## src/rtl/dvp_capture_rgb565_pkg.sv

```systemverilog
// Shared definitions for the DVP RGB565 capture block: FSM encoding,
// counter width and a saturating increment helper.
package dvp_capture_rgb565_pkg;

  localparam int CNT_W = 10;

  typedef enum logic [1:0] {
    WAIT_CFG = 2'd0,
    SKIP     = 2'd1,
    WAIT_VS  = 2'd2,
    ACTIVE   = 2'd3
  } cap_state_t;

  function automatic logic [CNT_W-1:0] sat_inc(input logic [CNT_W-1:0] v);
    return (v == '1) ? v : v + CNT_W'(1);
  endfunction

endpackage

```

## src/rtl/dvp_capture_rgb565_if.sv

```systemverilog
// Captured-pixel stream from the DVP capture block to its consumer.
interface dvp_capture_rgb565_if;
  import dvp_capture_rgb565_pkg::*;

  // pix_valid qualifies pix_data/pix_x/pix_y for exactly one cycle; there is
  // no ready, the consumer must take every pixel presented (camera cannot stall).
  logic             pix_valid;
  logic [15:0]      pix_data;
  logic [CNT_W-1:0] pix_x;
  logic [CNT_W-1:0] pix_y;
  logic             frame_start;
  logic             frame_end;

  modport master (
    output pix_valid, pix_data, pix_x, pix_y, frame_start, frame_end
  );

  modport slave (
    input pix_valid, pix_data, pix_x, pix_y, frame_start, frame_end
  );

endinterface

```

## src/rtl/dvp_byte_pack.sv

```systemverilog
// Pairs consecutive DVP bytes into 16-bit words and flags a line that ends
// on an unpaired byte.
module dvp_byte_pack (
  input  logic        clk,
  input  logic        rst,
  input  logic        en,
  input  logic        href,
  input  logic        href_rise,
  input  logic        href_fall,
  input  logic [7:0]  d,
  output logic        pair_valid,
  output logic [15:0] pair_data,
  output logic        odd_err
);

  logic       toggle;
  logic [7:0] hi_byte;

  always_ff @(posedge clk) begin
    if (rst) begin
      toggle     <= 1'b0;
      hi_byte    <= 8'h00;
      pair_valid <= 1'b0;
      pair_data  <= 16'h0000;
      odd_err    <= 1'b0;
    end else begin
      pair_valid <= 1'b0;
      odd_err    <= 1'b0;
      if (!en) begin
        toggle <= 1'b0;
      end else if (href) begin
        // The first byte of each line always opens a new pair.
        if (href_rise || !toggle) begin
          hi_byte <= d;
          toggle  <= 1'b1;
        end else begin
          pair_data  <= {hi_byte, d};
          pair_valid <= 1'b1;
          toggle     <= 1'b0;
        end
      end else if (href_fall) begin
        odd_err <= toggle;
        toggle  <= 1'b0;
      end
    end
  end

endmodule

```

## src/rtl/dvp_capture_rgb565.sv

```systemverilog
// DVP camera capture: skips settling frames after sensor configuration, then
// assembles RGB565 pixels with coordinates, frame pulses and fault flags.
module dvp_capture_rgb565
  import dvp_capture_rgb565_pkg::*;
#(
  parameter int H_ACTIVE   = 480,
  parameter int V_ACTIVE   = 272,
  parameter int FRAME_SKIP = 10
) (
  input  logic                 clk,
  input  logic                 rst,
  input  logic                 cfg_done,
  input  logic                 cmos_vsync,
  input  logic                 cmos_href,
  input  logic [7:0]           cmos_d,
  dvp_capture_rgb565_if.master pix,
  output logic                 line_err,
  output logic                 frame_err,
  output cap_state_t           fsm_state
);

  localparam logic [CNT_W-1:0] H_LIM     = CNT_W'(H_ACTIVE);
  localparam logic [CNT_W-1:0] V_LIM     = CNT_W'(V_ACTIVE);
  localparam logic [CNT_W-1:0] SKIP_LAST = CNT_W'(FRAME_SKIP - 1);

  logic             vs_q, vs_q2, hr_q, hr_q2;
  logic [7:0]       d_q;
  logic             vs_fall, vs_rise, hr_rise, hr_fall;
  cap_state_t       state;
  logic [CNT_W-1:0] skip_cnt, x_cnt, y_cnt, line_px;
  logic             pack_en, pair_valid, odd_err;
  logic [15:0]      pair_data;

  always_ff @(posedge clk) begin
    if (rst) begin
      vs_q  <= 1'b0;
      vs_q2 <= 1'b0;
      hr_q  <= 1'b0;
      hr_q2 <= 1'b0;
      d_q   <= 8'h00;
    end else begin
      vs_q  <= cmos_vsync;
      vs_q2 <= vs_q;
      hr_q  <= cmos_href;
      hr_q2 <= hr_q;
      d_q   <= cmos_d;
    end
  end

  assign vs_fall = vs_q2 & ~vs_q;
  assign vs_rise = ~vs_q2 & vs_q;
  assign hr_rise = ~hr_q2 & hr_q;
  assign hr_fall = hr_q2 & ~hr_q;
  assign pack_en = (state == ACTIVE) && cfg_done;

  dvp_byte_pack u_pack (
    .clk        (clk),
    .rst        (rst),
    .en         (pack_en),
    .href       (hr_q),
    .href_rise  (hr_rise),
    .href_fall  (hr_fall),
    .d          (d_q),
    .pair_valid (pair_valid),
    .pair_data  (pair_data),
    .odd_err    (odd_err)
  );

  // The line's last pixel and its href fall land in the same cycle.
  assign line_px   = pair_valid ? sat_inc(x_cnt) : x_cnt;
  assign fsm_state = state;

  always_ff @(posedge clk) begin
    if (rst) begin
      state           <= WAIT_CFG;
      skip_cnt        <= '0;
      x_cnt           <= '0;
      y_cnt           <= '0;
      pix.pix_valid   <= 1'b0;
      pix.pix_data    <= 16'h0000;
      pix.pix_x       <= '0;
      pix.pix_y       <= '0;
      pix.frame_start <= 1'b0;
      pix.frame_end   <= 1'b0;
      line_err        <= 1'b0;
      frame_err       <= 1'b0;
    end else begin
      pix.pix_valid   <= 1'b0;
      pix.frame_start <= 1'b0;
      pix.frame_end   <= 1'b0;
      if (odd_err) line_err <= 1'b1;

      if (!cfg_done) begin
        state    <= WAIT_CFG;
        skip_cnt <= '0;
      end else begin
        case (state)
          WAIT_CFG: begin
            state    <= SKIP;
            skip_cnt <= '0;
          end
          SKIP: begin
            if (FRAME_SKIP == 0) begin
              state <= WAIT_VS;
            end else if (vs_fall) begin
              skip_cnt <= sat_inc(skip_cnt);
              if (skip_cnt == SKIP_LAST) state <= WAIT_VS;
            end
          end
          WAIT_VS: begin
            if (vs_fall) state <= ACTIVE;
          end
          ACTIVE: begin
            if (pair_valid) begin
              x_cnt <= sat_inc(x_cnt);
              if (x_cnt < H_LIM && y_cnt < V_LIM) begin
                pix.pix_valid   <= 1'b1;
                pix.pix_data    <= pair_data;
                pix.pix_x       <= x_cnt;
                pix.pix_y       <= y_cnt;
                pix.frame_start <= (x_cnt == '0) && (y_cnt == '0);
              end
            end
            if (hr_fall) begin
              x_cnt <= '0;
              y_cnt <= sat_inc(y_cnt);
              if (line_px != H_LIM) line_err <= 1'b1;
            end
            if (vs_rise) begin
              state         <= WAIT_VS;
              pix.frame_end <= 1'b1;
              if (y_cnt != V_LIM) frame_err <= 1'b1;
            end
          end
          default: state <= WAIT_CFG;
        endcase
      end

      if (vs_fall) begin
        x_cnt <= '0;
        y_cnt <= '0;
      end
    end
  end

endmodule

```

## src/flat_wrapper.sv

```systemverilog
// flat-port wrapper written by rule: the top's interface ports become plain ports
module dvp_capture_rgb565_flat import dvp_capture_rgb565_pkg::*;
#(
  parameter int H_ACTIVE   = 480,
  parameter int V_ACTIVE   = 272,
  parameter int FRAME_SKIP = 10
)
  (clk, rst, cfg_done, cmos_vsync, cmos_href, cmos_d, line_err, frame_err, fsm_state, pix_pix_valid, pix_pix_data, pix_pix_x, pix_pix_y, pix_frame_start, pix_frame_end);
  dvp_capture_rgb565_if pix_i ();
  input  logic clk;
  input  logic rst;
  input  logic cfg_done;
  input  logic cmos_vsync;
  input  logic cmos_href;
  input  logic [7:0] cmos_d;
  output logic line_err;
  output logic frame_err;
  output cap_state_t fsm_state;
  output wire logic [$bits(pix_i.pix_valid)-1:0] pix_pix_valid;
  output wire logic [$bits(pix_i.pix_data)-1:0] pix_pix_data;
  output wire logic [$bits(pix_i.pix_x)-1:0] pix_pix_x;
  output wire logic [$bits(pix_i.pix_y)-1:0] pix_pix_y;
  output wire logic [$bits(pix_i.frame_start)-1:0] pix_frame_start;
  output wire logic [$bits(pix_i.frame_end)-1:0] pix_frame_end;
  assign pix_pix_valid = pix_i.pix_valid;
  assign pix_pix_data = pix_i.pix_data;
  assign pix_pix_x = pix_i.pix_x;
  assign pix_pix_y = pix_i.pix_y;
  assign pix_frame_start = pix_i.frame_start;
  assign pix_frame_end = pix_i.frame_end;
  dvp_capture_rgb565 #(.H_ACTIVE(H_ACTIVE), .V_ACTIVE(V_ACTIVE), .FRAME_SKIP(FRAME_SKIP)) u_core (.clk(clk), .rst(rst), .cfg_done(cfg_done), .cmos_vsync(cmos_vsync), .cmos_href(cmos_href), .cmos_d(cmos_d), .pix(pix_i), .line_err(line_err), .frame_err(frame_err), .fsm_state(fsm_state));
endmodule
```

## config.mk

```make
export PLATFORM = sky130hd
export DESIGN_NAME = dvp_capture_rgb565_flat
export DESIGN_NICKNAME = d
export VERILOG_FILES = /design/src/rtl/dvp_capture_rgb565_pkg.sv /design/src/rtl/dvp_capture_rgb565_if.sv /design/src/rtl/dvp_byte_pack.sv /design/src/rtl/dvp_capture_rgb565.sv /design/src/flat_wrapper.sv
export SDC_FILE = /design/constraint.sdc
export NUM_CORES = 1
export LEC_CHECK = 0
export ABC_AREA = 1
export BUFFER_PORTS_ARGS = -buffer_cell sky130_fd_sc_hd__buf_2
export CAP_MARGIN = 0
export CORE_UTILIZATION = 54
export CTS_BUF_LIST = sky130_fd_sc_hd__clkbuf_8
export CTS_CLUSTER_DIAMETER = 100
export CTS_CLUSTER_SIZE = 25
export DETAILED_ROUTE_END_ITERATION = 7
export PLACE_DENSITY = 0.84
export SETUP_SLACK_MARGIN = 0.1
export SLEW_MARGIN = 5
export SYNTH_ARGS = -nofsm -noshare
export SYNTH_HDL_FRONTEND = slang
export SYNTH_SLANG_ARGS = --single-unit
```

## constraint.sdc

```tcl
create_clock -name clk -period 1.7 [get_ports clk]
set_clock_uncertainty 0.15 [all_clocks]
set_input_delay 0.17 -clock clk [delete_from_list [all_inputs] [get_ports clk]]
set_output_delay 0.17 -clock clk [all_outputs]
set_load 0.02 [all_outputs]
```

# --- Yosys cells after proc, flatten, opt, wreduce, memory -nomap -nowiden ---
# Index checks and enable logic that the tools add are counted.
word_totals:
  out_inout_bits: 43
  reg_bits: 112
  word_cells: 105
classes:
  add_sub_neg: 3
  mux: 22
  order_cmp: 2
  n_reduce_logical: 26
  eq_ne: 14
  bitwise: 16
ops:
  columns: ["op", "n"]
  rows:
  - ["$mux 10", 5]
  - ["$add 10x1->10 const B", 3]
  - ["$eq 10x10->1 const B", 3]
  - ["$logic_not 10->1", 2]
  - ["$lt 10x9->1 const B", 2]
  - ["$ne 10x9->1 const B", 2]
  - ["$pmux 10 s2", 1]
  - ["$reduce_and 4->1", 4]
  - ["$not 1->1", 12]
  - ["$mux 1", 11]
  - ["$eq 10x4->1 const B", 1]
  - ["$reduce_and 3->1", 3]
  - ["$mux 2", 4]
  - ["$ne 2x1->1 const B", 4]
  - ["$pmux 2 s4", 1]
  - ["$reduce_or 4->1", 2]
  - ["$reduce_or 2->1", 3]
  - ["$reduce_or 3->1", 2]
  - ["$reduce_or 5->1", 1]
  - ["$and 1x1->1", 4]
  - ["$eq 2x2->1 const B", 2]
  - ["$reduce_bool 2->1", 2]
  - ["$logic_and 1x1->1", 3]
  - ["$eq 2x1->1 const B", 1]
  - ["5 further kinds", 5]

# --- Depth between registers and ports, before layout ---
logic_depth:
  word_depth: 8
  depth_mapped: 13
  depth_no_buf: 12

# --- By module ---
# Synthesis repeated with hierarchy kept, for this count alone.
hier_totals:
  hier_cells: 688
  hier_area_um2: 5022.3
modules_own_cells:
  columns: ["mod", "seq_area_each_um2", "cells_each", "n_inst", "area_each_um2"]
  rows:
  - ["dvp_capture_rgb565", 1701.6, 524, 1, 3849.9]
  - ["dvp_byte_pack", 540.5, 164, 1, 1172.4]

# --- Least setup slack after synthesis ---
# Ideal clock, no wire load.
synth_timing:
  kind: "reg-to-reg"
  startpoint: "reg u_core.state[0] (netlist: u_core.fsm_state[0])"
  endpoint: "reg u_core.pix.pix_data[15]"
  t_arrival_ns: 1.464
  slack_ns: -0.042
  path_stages_with_launch: 9
  required_time_ns: 1.422
  cell_sequence: "dfxtp_1 nand2_1 nor2_2 inv_2 nor3b_2 nand3_2 clkbuf_1 o21ai_0 a21oi_1"
synth_via:
  elab_chain_len: 2
synth_lines:
  columns: ["element", "line", "text"]
  rows:
  - ["from (decl)", "dvp_capture_rgb565.sv:29", "cap_state_t state;"]
  - ["from (signal assigned)", "dvp_capture_rgb565.sv:75", "state <= WAIT_CFG;"]
  - ["from (signal assigned)", "dvp_capture_rgb565.sv:94", "state <= WAIT_CFG;"]
  - ["from (signal assigned)", "dvp_capture_rgb565.sv:99", "state <= SKIP;"]
  - ["$eq 2x2->1", "dvp_capture_rgb565.sv:97", "case (state)"]
  - ["$reduce_and 4->1 (no source line)", null, null]
  - ["to (signal assigned)", "dvp_capture_rgb565.sv:118", "pix.pix_data <= pair_data;"]
  - ["to (decl)", "dvp_capture_rgb565_if.sv:15", "output pix_valid, pix_data, pix_x, pix_y, frame_start, frame_end"]
# No other way between the ends.
# A chain may end at the register's enable or synchronous reset.

# --- Worst setup path in the final report ---
layout_timing:
  startpoint: "reg u_core.y_cnt[4]"
  endpoint: "reg u_core.y_cnt[6]"
layout_via:
  elab_chain_len: 3
  elab_cells_between_ends: 4
  cone_classes: "1 x add/sub; 1 x eq/ne; 1 x bitwise; 1 x reduce/logical"
layout_lines:
  columns: ["element", "line", "text"]
  rows:
  - ["from (decl)", "dvp_capture_rgb565.sv:30", "logic [CNT_W-1:0] skip_cnt, x_cnt, y_cnt, line_px;"]
  - ["from (signal assigned)", "dvp_capture_rgb565.sv:126", "y_cnt <= sat_inc(y_cnt);"]
  - ["parallel branches: the longest is 3 deep, another holds $add 10x1->10", null, null]
# Several ways; the timed one is not identified.

==> out/summary.txt <==
Setup CP Type = flip-flop to flip-flop
Layout cells sized above 1 = 44.4%
Area after DPL = 5430 sq um
Core area = 8260 sq um
Pwr Total = 4.63 mW
Syn Inst Count = 638
CTS tree = yes
Max Buffers Root-to-Sink = 2
Worst reg2reg startpoint = u_core.y_cnt[4]
Die area = 8940 sq um
Final ANT Viol Nets = 0
Measured slew at the worst slew-check pin = 0.650 ns
Via Count = 5,432
Fin crit share = 118%
PortBufs = 55
Hold_ws = 0.0516 ns
I/O pins = 56
Placed Instances = 834
TNS Setup = -8.51 ns
RSZ-0062 raised after global routing = yes
Final setup vio count = 61
Pin count of the biggest net entering global routing = 30
Post-Syn Area = 4620 sq um
Final WL = 18,100 microns
Post-synth cell types = 31
Syn nets = 657
Post-detail-place hpwl = 7670 microns
NetSw = 1.28 mW
Worst EP required = 1.80 ns
Failing checks = negative setup slack
DR WL/cell = 20.1 microns
Syn avg cell area = 7.25 sq um
Nets = 811
Total track usage = 29.9%
Final Max Slew Viols = 0
Most area-hungry cell type in the Yosys netlist = dfxtp_1
Area share of the largest cell type after synthesis = 48.5%
Hold EP = u_core.skip_cnt[1]
Seq cells post-synth = 112
DRT Pass-1 Iters = 5
CTS buffer count = 9
First-pass GRT wire length = 20,700 microns
Final non-filler cell total = 902
Async set-reset flop share out of synthesis = 0%
Most frequent cell after synthesis = dfxtp_1
List of most frequent post-synthesis cells = 112 x dfxtp_1, 102 x inv_1, 95 x nor2_1, 91 x nand2_1, 73 x o21ai_0
Worst skew pair latency = 0.40 ns
Row cnt = 33
R2R depth = 7
Placer Congestion = 0.878
Most used DFF post-synth = dfxtp_1
Fmax = 497 MHz
Hold Crit Class = input pin to flip-flop
Critical R2R Capture = u_core.y_cnt[6]
Cell Pwr Density = 658 nW/um^2
Clk pwr share = 35.7%
Remaining Overflow, GRT = 0
Initial Util = 56.0%
Clk sinks = 112
R2r setup slk = -0.31 ns
Post-synth EDFFs = 0
Post-route minimum period = 2.01 ns
Hold Crit Start = cfg_done
H-tree depth = 3
Sw Ratio = 27.6%
Die Span X = 94.5 microns
Seq pwr share = 57.2%
Vias per inst = 6.02
Leakage = 2.97 nW
Max-cap violations = 0
Crit end category = flip-flop
Post-route design area = 7040 sq um
Maximum fanout along the worst path = 6
Arrival @ worst endpoint = 2.11 ns
Sequential element share of the synthesized area = 48.5%
Slew Limit Headroom = 56.6%
DIE HEIGHT = 94.5 microns
PnR worst setup slack = -0.311 ns
Hold Crit Depth = 5
Type of origin of the critical path = flip-flop
Initial antenna violation count = 0
Clock root buffer = clkbuf_8
DRC Markers = 0
Int Pwr = 3.35 mW
Vias in the first global route = 4,532
YS warnings = 0
CTS clk-pin slew, worst paths = 0.12 ns
Synthesis-to-layout area growth = 52.2%
Final Hold Viols = 0
Top cells by area in the synthesized netlist = dfxtp_1 48%, inv_1 8.3%, o21ai_0 7.9%
Initial DRC Count = 497
Max VDD drop = 0.000421 V
ANT cells = 0
Comb pwr share = 7.1%
Status = complete, but fails checks
Fillers = 387
-- area by class of cell --
class	count	area, sq um	share of cell area, %
flip-flops and latches	112	2290	32.5
clock inverters	7	80.1	1.14
well taps	105	131	1.87
repair buffers	163	1340	19.0
clock buffers	9	124	1.76
inverters	106	420	5.97
multi-input cells	400	2660	37.8
-- worst max-delay path by stage --
stage | from | endpoint | slack (ns) | depth (start not counted)
global placement | u_core.x_cnt[0] | u_core.line_err | -0.03 | 12
finish | u_core.y_cnt[4] | u_core.y_cnt[6] | -0.31 | 7
floorplan | u_core.x_cnt[1] | u_core.line_err | 0.09 | 13
detailed placement | u_core.x_cnt[0] | u_core.line_err | -0.06 | 12
CTS | u_core.x_cnt[0] | u_core.line_err | -0.01 | 13
global route | u_core.y_cnt[9] | u_core.pix.pix_x[0] | -0.52 | 7
-- layout by cell type (no fill, tap or decap), drive strengths merged, types with 2 or more instances in the layout --
cell	Yosys	final
buf	9	148
clkbuf	12	10
inv	106	107
ha	6	6
nor3	8	8
nor4	4	4
a211oi	2	2
nand4	10	10
dfxtp	112	112
nand3	33	34
clkinv	0	6
nor3b	2	2
dlygate4sd3	0	14
o21ai	73	73
nand2	92	92
a21oi	62	62
nor2	101	101
-- cell families (layout without fill, tap and decap cells) --
logic type               Yosys count  in the layout  share of synthesized area, %
buffers and inverters            127            285                          10.6
AO/OA/AOI/OAI                    141            141                          15.7
AND/OR/NAND/NOR                  252            253                          23.6
adder cells (fa/ha/maj)            6              6                          1.62
flip-flops                       112            112                          48.5
-- state kept, by name (all words and copies together), names as in the netlist, 2 cells and up --
signal and count:
u_core.skip_cnt 10, u_core.pix.pix_x 10, u_core.pix.pix_data 16, u_core.y_cnt 10, u_core.u_pack.pair_data 16, u_core.u_pack.hi_byte 8
u_core.pix.pix_y 10, u_core.d_q 8, u_core.fsm_state 2, u_core.x_cnt 10
-- per-layer routing --
layer	vias to the layer above	GRT usage [%]	share of wire (%)	wire [microns]
li1	2355	-	-	-
met1	2547	35.1	36	6480
met5	-	0	0	0
met2	384	52.6	47	8500
met3	146	5.39	9.6	1750
met4	0	14.3	7.6	1370
-- critical path, cell delays in order, from the launching register on --
cell and delay [ns]:
dfxtp_1 0.47, nand2_1 0.17, nor2_2 0.18, nand3_2 0.12
nand2_4 0.15, buf_4 0.16, nor2_4 0.05, a211oi_2 0.42
-- power by group through the flow --
stage	Sequential [mW]	Clock (mW)	Combinational, mW
floorplan	2.71	0	0.100
finish	2.65	1.65	0.328
global route	2.65	1.76	0.347
detailed placement	2.71	0	0.174
global placement	2.71	0	0.168
CTS	2.65	1.59	0.228
-- what timing repair did --
item | CTS | global route
buffers inserted | 15 | 19
gates cloned | 4 | 3
hold endpoints to repair | 14 | 0
hold buffers | 14 | 0
resized for setup | 114 | 195
setup endpoints to repair | 55 | 94
pin swaps | 18 | 45
-- through the flow --
stage	setup WS, ns	utilization [%]
after floorplan	0.0932	-
after global placement	-0.0324	65.7
after detailed placement	-0.0641	65.7
after CTS	-0.0148	75.9
after global routing	-0.516	85.2
final	-0.311	85.2
Power figures use the tool's default switching activity.
